<file path="config.mk">
export PLATFORM = sky130hd
export DESIGN_NAME = ahb_lite_cmd_master
export DESIGN_NICKNAME = d
export VERILOG_FILES = /design/src/rtl/ahb_lite_pkg.sv /design/src/rtl/ahb_cmd_fifo.sv /design/src/rtl/ahb_lite_cmd_master.sv
export SDC_FILE = /design/constraint.sdc
export NUM_CORES = 1
export LEC_CHECK = 0
export BUFFER_PORTS_ARGS = -buffer_cell sky130_fd_sc_hd__clkbuf_2
export CAP_MARGIN = 20
export CORE_MARGIN = 2
export CORE_UTILIZATION = 25
export DETAILED_ROUTE_END_ITERATION = 16
export SLEW_MARGIN = 10
export SYNTH_ARGS = -nofsm -noshare
export SYNTH_HDL_FRONTEND = slang
export SYNTH_HIERARCHICAL = 1
export SYNTH_SLANG_ARGS = --single-unit
</file>
<file path="constraint.sdc">
create_clock -name HCLK -period 4.7 [get_ports HCLK]
set_input_delay 0.235 -clock HCLK [delete_from_list [all_inputs] [get_ports HCLK]]
set_output_delay 0.235 -clock HCLK [all_outputs]
set_load 0.01 [all_outputs]
</file>
<file path="src/rtl/ahb_lite_pkg.sv">
// ahb_lite_pkg: AHB-Lite transfer/size/burst codes, command record layout and lane helpers.
// Shared by ahb_cmd_fifo and ahb_lite_cmd_master; no ports.
package ahb_lite_pkg;

    typedef enum logic [1:0] {
        HT_IDLE   = 2'b00,
        HT_BUSY   = 2'b01,
        HT_NONSEQ = 2'b10,
        HT_SEQ    = 2'b11
    } htrans_e;

    localparam logic [2:0] HSIZE_BYTE    = 3'b000;
    localparam logic [2:0] HSIZE_HALF    = 3'b001;
    localparam logic [2:0] HSIZE_WORD    = 3'b010;
    localparam logic [2:0] HBURST_SINGLE = 3'b000;
    localparam logic [2:0] HBURST_INCR   = 3'b001;

    // Command record, 68 bits: {write, size, addr, wdata}
    localparam int CMD_W = 68;
    typedef struct packed {
        logic        write;
        logic [2:0]  size;
        logic [31:0] addr;
        logic [31:0] wdata;
    } cmd_t;

    // Any size code of 010 or above is issued as a word
    function automatic logic [2:0] norm_size(input logic [2:0] s);
        return (s[2:1] != 2'b00) ? HSIZE_WORD : s;
    endfunction

    function automatic logic [31:0] align_addr(input logic [2:0] s, input logic [31:0] a);
        return (s == HSIZE_HALF) ? {a[31:1], 1'b0} : (s == HSIZE_WORD) ? {a[31:2], 2'b00} : a;
    endfunction

    function automatic logic [31:0] lane_rep(input logic [2:0] s, input logic [31:0] d);
        return (s == HSIZE_BYTE) ? {4{d[7:0]}} : (s == HSIZE_HALF) ? {2{d[15:0]}} : d;
    endfunction

    function automatic logic [31:0] lane_ext(input logic [2:0] s, input logic [1:0] a, input logic [31:0] d);
        return (s == HSIZE_BYTE) ? {24'd0, d[{a, 3'b000} +: 8]} :
               (s == HSIZE_HALF) ? {16'd0, d[{a[1], 4'b0000} +: 16]} : d;
    endfunction

endpackage

</file>
<file path="src/rtl/ahb_cmd_fifo.sv">
// ahb_cmd_fifo: synchronous command FIFO with registered full/empty flags.
// Ports: i_clk, i_rst (async, active-high), i_push/i_din write side, i_pop/o_dout read side
// (o_dout shows the head entry), o_full, o_empty. Push when full and pop when empty are ignored.
module ahb_cmd_fifo #(
    parameter int DEPTH = 4,
    parameter int W     = 68
) (
    input  logic         i_clk,
    input  logic         i_rst,
    input  logic         i_push,
    input  logic [W-1:0] i_din,
    input  logic         i_pop,
    output logic [W-1:0] o_dout,
    output logic         o_full,
    output logic         o_empty
);

    localparam int AW = $clog2(DEPTH);

    logic [W-1:0]  r_mem [DEPTH];
    logic [AW-1:0] r_wp, r_rp;
    logic [AW:0]   r_cnt, w_cnt_nxt;
    logic          r_full, r_empty, w_push, w_pop;

    assign w_push    = i_push & ~r_full;
    assign w_pop     = i_pop & ~r_empty;
    assign w_cnt_nxt = r_cnt + {{AW{1'b0}}, w_push} - {{AW{1'b0}}, w_pop};
    assign o_dout    = r_mem[r_rp];
    assign o_full    = r_full;
    assign o_empty   = r_empty;

    always_ff @(posedge i_clk or posedge i_rst) begin
        if (i_rst) begin
            r_wp    <= '0;
            r_rp    <= '0;
            r_cnt   <= '0;
            r_full  <= 1'b0;
            r_empty <= 1'b1;
        end else begin
            if (w_push) r_wp <= r_wp + 1'b1;
            if (w_pop) r_rp <= r_rp + 1'b1;
            r_cnt   <= w_cnt_nxt;
            r_full  <= w_cnt_nxt == (AW+1)'(DEPTH);
            r_empty <= w_cnt_nxt == '0;
        end
    end

    always_ff @(posedge i_clk) begin
        if (w_push) r_mem[r_wp] <= i_din;
    end

endmodule

</file>
<file path="src/rtl/ahb_lite_cmd_master.sv">
// ahb_lite_cmd_master: pipelined AHB-Lite master fed by a buffered command stream.
// Ports: HCLK, HRESET (async, active-high); command in: cmd_valid/cmd_ready/cmd_write/cmd_addr/
// cmd_size/cmd_wdata; response out: rsp_valid/rsp_write/rsp_err/rsp_rdata; idle; AHB master
// outputs HADDR/HTRANS/HWRITE/HSIZE/HBURST/HWDATA (all registered); AHB inputs HRDATA/HREADY/HRESP.
// Optional macro AHB_MASTER_SEQ_EN: mark address-contiguous transfers as SEQ with HBURST=INCR.
module ahb_lite_cmd_master
    import ahb_lite_pkg::*;
#(
    parameter int CMD_DEPTH = 4
) (
    input  logic        HCLK,
    input  logic        HRESET,
    input  logic        cmd_valid,
    output logic        cmd_ready,
    input  logic        cmd_write,
    input  logic [31:0] cmd_addr,
    input  logic [2:0]  cmd_size,
    input  logic [31:0] cmd_wdata,
    output logic        rsp_valid,
    output logic        rsp_write,
    output logic        rsp_err,
    output logic [31:0] rsp_rdata,
    output logic        idle,
    output logic [31:0] HADDR,
    output logic [1:0]  HTRANS,
    output logic        HWRITE,
    output logic [2:0]  HSIZE,
    output logic [2:0]  HBURST,
    output logic [31:0] HWDATA,
    input  logic [31:0] HRDATA,
    input  logic        HREADY,
    input  logic        HRESP
);

    cmd_t        w_cmd_in, w_head;
    logic        w_full, w_empty, w_pop, w_seq, w_done;
    logic [2:0]  w_size;
    logic [31:0] w_addr;

    // Address phase
    htrans_e     r_htrans;
    logic [31:0] r_haddr, r_a_wdata;
    logic        r_hwrite;
    logic [2:0]  r_hsize, r_hburst;
    // Data phase
    logic        r_d_valid, r_d_write;
    logic [2:0]  r_d_size;
    logic [1:0]  r_d_lsb;
    logic [31:0] r_hwdata;
    // Response
    logic        r_rsp_valid, r_rsp_write, r_rsp_err;
    logic [31:0] r_rsp_rdata;

    assign w_cmd_in = {cmd_write, cmd_size, cmd_addr, cmd_wdata};

    ahb_cmd_fifo #(.DEPTH(CMD_DEPTH), .W(CMD_W)) u_fifo (
        .i_clk   (HCLK),
        .i_rst   (HRESET),
        .i_push  (cmd_valid),
        .i_din   (w_cmd_in),
        .i_pop   (w_pop),
        .o_dout  (w_head),
        .o_full  (w_full),
        .o_empty (w_empty)
    );

    assign w_pop  = HREADY & ~w_empty;
    assign w_size = norm_size(w_head.size);
    assign w_addr = align_addr(w_size, w_head.addr);
    assign w_done = r_d_valid & HREADY;

`ifdef AHB_MASTER_SEQ_EN
    localparam logic [2:0] BURST = HBURST_INCR;
    // Continuation of the previous active transfer; a 1 KB boundary forces NONSEQ
    assign w_seq = (r_htrans != HT_IDLE) && (r_hwrite == w_head.write) && (r_hsize == w_size) &&
                   (w_addr == r_haddr + (32'd1 << w_size)) && (w_addr[9:0] != 10'd0);
`else
    localparam logic [2:0] BURST = HBURST_SINGLE;
    assign w_seq = 1'b0;
`endif

    always_ff @(posedge HCLK or posedge HRESET) begin
        if (HRESET) begin
            r_htrans    <= HT_IDLE;
            r_haddr     <= '0;
            r_hwrite    <= 1'b0;
            r_hsize     <= HSIZE_BYTE;
            r_hburst    <= HBURST_SINGLE;
            r_a_wdata   <= '0;
            r_d_valid   <= 1'b0;
            r_d_write   <= 1'b0;
            r_d_size    <= HSIZE_BYTE;
            r_d_lsb     <= '0;
            r_hwdata    <= '0;
            r_rsp_valid <= 1'b0;
            r_rsp_write <= 1'b0;
            r_rsp_err   <= 1'b0;
            r_rsp_rdata <= '0;
        end else begin
            // Both pipeline stages advance together, only on HREADY
            if (HREADY) begin
                r_htrans <= w_pop ? (w_seq ? HT_SEQ : HT_NONSEQ) : HT_IDLE;
                if (w_pop) begin
                    r_haddr   <= w_addr;
                    r_hwrite  <= w_head.write;
                    r_hsize   <= w_size;
                    r_hburst  <= BURST;
                    r_a_wdata <= w_head.wdata;
                end
                r_d_valid <= r_htrans != HT_IDLE;
                r_d_write <= r_hwrite;
                r_d_size  <= r_hsize;
                r_d_lsb   <= r_haddr[1:0];
                if ((r_htrans != HT_IDLE) && r_hwrite) r_hwdata <= lane_rep(r_hsize, r_a_wdata);
            end
            r_rsp_valid <= w_done;
            if (w_done) begin
                r_rsp_write <= r_d_write;
                r_rsp_err   <= HRESP;
                r_rsp_rdata <= r_d_write ? 32'd0 : lane_ext(r_d_size, r_d_lsb, HRDATA);
            end
        end
    end

    assign cmd_ready = ~w_full;
    assign idle      = w_empty & (r_htrans == HT_IDLE) & ~r_d_valid;
    assign HTRANS    = r_htrans;
    assign HADDR     = r_haddr;
    assign HWRITE    = r_hwrite;
    assign HSIZE     = r_hsize;
    assign HBURST    = r_hburst;
    assign HWDATA    = r_hwdata;
    assign rsp_valid = r_rsp_valid;
    assign rsp_write = r_rsp_write;
    assign rsp_err   = r_rsp_err;
    assign rsp_rdata = r_rsp_rdata;

endmodule

</file>
==> impl_metrics.toml <==
[clocking]
post_cts_buffers = 0
path_clk_slew_ns = 0.06
cts_tree = "done"
clock_latency_ns = 0.58
cts.sinks = 424
clk_path_buf_depth = 3
clock-root-buffer = "clkbuf_16"
cts_resized = 0
cts_buffers = 47
cts-hold-fix-buffers = 94
h-tree-depth = 2

[timing]
fin_crit_sh = 0.555
setup_slack_ns = 2.09
clock.fmax_mhz = 384
drv_slew = 0
finalSetupViolCount = 0
fin_skew_ns = 0.0232
worst_slew_pin_slew_ns = 0.943
fin_tns_setup_ns = 0
finalHoldViolations = 0
period_needed_ns = 2.61
timing.slew.headroom = 0.371
rsz0062_at_grt = "no"

[floorplan]
initial_core_util = 0.253
die_h_um = 262
rows = 94
die_area_um2 = 68600
die_w_um = 262
pin_count = 215
core_area_um2 = 65900

[setup_path]
crit_required_ns = 5.18
r2r_cells = 9
crit_start = "u_fifo/o_full"
critPathCaptureType = "flip-flop"
worstPathArrival_ns = 3.09
crit_path_start_kind = "flip-flop"
critical_path.endpoint = "u_fifo/o_full"
critical_path.max_fanout = 7
timing.rr.start = "u_fifo/o_full"
r2r_slack_ns = 2.09
critPathKind = "reg2reg"
worstReg2RegEnd = "u_fifo/o_full"

[route]
wl_per_cell_um = 18.9
wirelength_um = 41500
drt_pass1_iterations = 4
via_count = 9448
drc = 0
post_drt_via_cell_ratio = 4.29
drt_iter0_markers = 481
drtAntennaViolNets = 0

[grt]
grt_pass1_wl_um = 62100
grt_pass1_vias = 10200
grt-ovfl-total = 0
antenna_found_initial = 8
grt.total_usage = 0.120
grt_max_degree = 71

[power_and_ir_drop]
p_leak_nw = 8.21
ir_drop_uv = 238
p_per_area_nw_per_um2 = 612
finalPower_mw = 12.8

[finish]
nets = 1411
syn_to_final_growth_pct = 25.8
fin_util = 0.318
layout-drive-gt1-share = 0.319
fillers = 6457

[logic_synthesis]
synth.distinct_cells = 45
yosys_warnings = 6
synth-seq-cells = 424
syn-cell-area_um2 = 16600
synthCells = 989
ys_seq_area_frac = 0.719
avgSynthCellArea_um2 = 16.8

[placement]
dp_slack_ns = 2.08
dp_hpwl_um = 26700
place.gp.congestion = 0.729
port-buffer-count = 210

[worst_hold_path]
hold_path_class = "in2reg"

[flow_run]
maxCapViolations = 0

[outcome]
run_status = "completed"
how the worst min path moves through the flow:
stage,from,depth (start not counted),to
finish,HRDATA[0],3,rsp_rdata[0]
global route,HRDATA[0],3,rsp_rdata[0]
CTS,HRDATA[2],3,rsp_rdata[2]
detailed placement,HRESET,2,u_fifo/r_rp[0]
global placement,HRESET,2,u_fifo/r_cnt[1]
floorplan,HRESET,1,u_fifo/o_full
per-stage QoR:
step / cells / hold slack (ns) / instance area [um^2]
6_report: 2203 / 0.0483 / 20900
5_1_grt: 2202 / 0.0476 / 20900
4_1_cts: 2202 / 0.00790 / 20900
3_5_place_dp: 2020 / 0.263 / 18500
3_3_place_gp: 2020 / 0.256 / 18500
2_1_floorplan: 992 / 0.0622 / 16700
layout by cell type, fill, tap and decap left out, drive strengths merged, types with 2 or more instances in the layout:
master,n
o21ai,42
conb,4
a22o,18
nor3,4
o21a,8
o221ai,7
bufinv,3
clkinv,22
nor2,13
dlygate4sd3,94
nor4b,8
nor2b,2
edfxtp,272
clkbuf,267
mux2i,32
and2,5
mux4,76
xnor2,2
dfrtp,151
inv,14
nand2,232
mux2,26
ha,6
nor3b,2
buf,12
clkinvlp,4
synth_stat cells, drive strengths merged:
cell / number / area (um^2)
nand3b: 1 / 7.51
and2: 5 / 31.3
or4b: 1 / 10.0
nand2b: 1 / 6.26
and3b: 1 / 8.76
nor4bb: 1 / 25.0
o221ai: 7 / 61.3
nor3: 4 / 42.5
or3: 1 / 6.26
mux2: 26 / 293
o21a: 8 / 60.1
nand3: 1 / 5.00
xor3: 1 / 23.8
clkbuf: 13 / 48.8
a22o: 18 / 158
o21ai: 42 / 240
mux2i: 32 / 320
edfxtp: 272 / 8170
nor2: 13 / 58.8
nor2b: 2 / 12.5
buf: 45 / 394
o31ai: 1 / 7.51
nor3b: 2 / 15.0
nor4b: 8 / 70.1
fa: 1 / 20.0
mux4: 76 / 1710
conb: 1 / 3.75
nand2: 232 / 881
xor2: 1 / 8.76
ha: 6 / 75.1
xnor2: 2 / 17.5
dfstp: 1 / 26.3
dfrtp: 151 / 3780
inv: 12 / 45.0
logic make-up (layout without fill, tap and decap cells):
| family | after synthesis | count (layout) | synth area share |
|---|---|---|---|
| compound gates | 76 | 76 | 0.0317 |
| xor+xnor | 4 | 4 | 0.00301 |
| fa+ha+maj | 7 | 7 | 0.00571 |
| buf+inv | 70 | 416 | 0.0293 |
| flops | 424 | 424 | 0.719 |
| mux | 134 | 134 | 0.140 |
| other cells | 1 | 5 | 0.000225 |
| simple gates | 273 | 273 | 0.0709 |
critical path: stages (launching register included):
cell,delay (ns)
dfrtp_1,0.39
nor2b_1,0.44
inv_1,0.12
ha_1,0.30
inv_1,0.06
ha_1,0.14
inv_1,0.05
fa_1,0.39
xor3_1,0.42
nor3b_1,0.20
metal layers:
metal | wire length, um | global-route usage
met1 | 17800 | 0.153
met2 | 20300 | 0.206
met3 | 2540 | 0.0290
met4 | 828 | 0.0320
met5 | 85 | 0
sequential cells by signal, indices dropped and copies added, names as in the netlist, 2 cells and up:
name          flops
r_d_size          3
r_d_lsb           2
HADDR            32
u_fifo/r_rp       2
r_a_wdata        32
HWDATA           32
u_fifo/r_wp       2
rsp_rdata        32
HSIZE             3
u_fifo/r_mem    272
u_fifo/r_cnt      3
layout make-up:
class / instances / area (um^2) / share of cell area
clock inverter: 31 / 258 / 0.0123
tap: 864 / 1080 / 0.0516
multi-input combinational: 498 / 4210 / 0.201
inverter: 12 / 50.0 / 0.00239
sequential: 424 / 12000 / 0.572
timing repair buffer: 316 / 2080 / 0.0994
clock buffer: 57 / 1270 / 0.0609
antenna: 1 / 2.50 / 0.000119
power by group:
part | leakage, nW | switching [mW] | internal (mW)
sequential | 4.39 | 0.810 | 5.06
clock | 0.751 | 1.51 | 2.10
combinational | 3.07 | 1.73 | 1.59
total | 8.21 | 4.05 | 8.75
(Power assumes the default switching activity.)
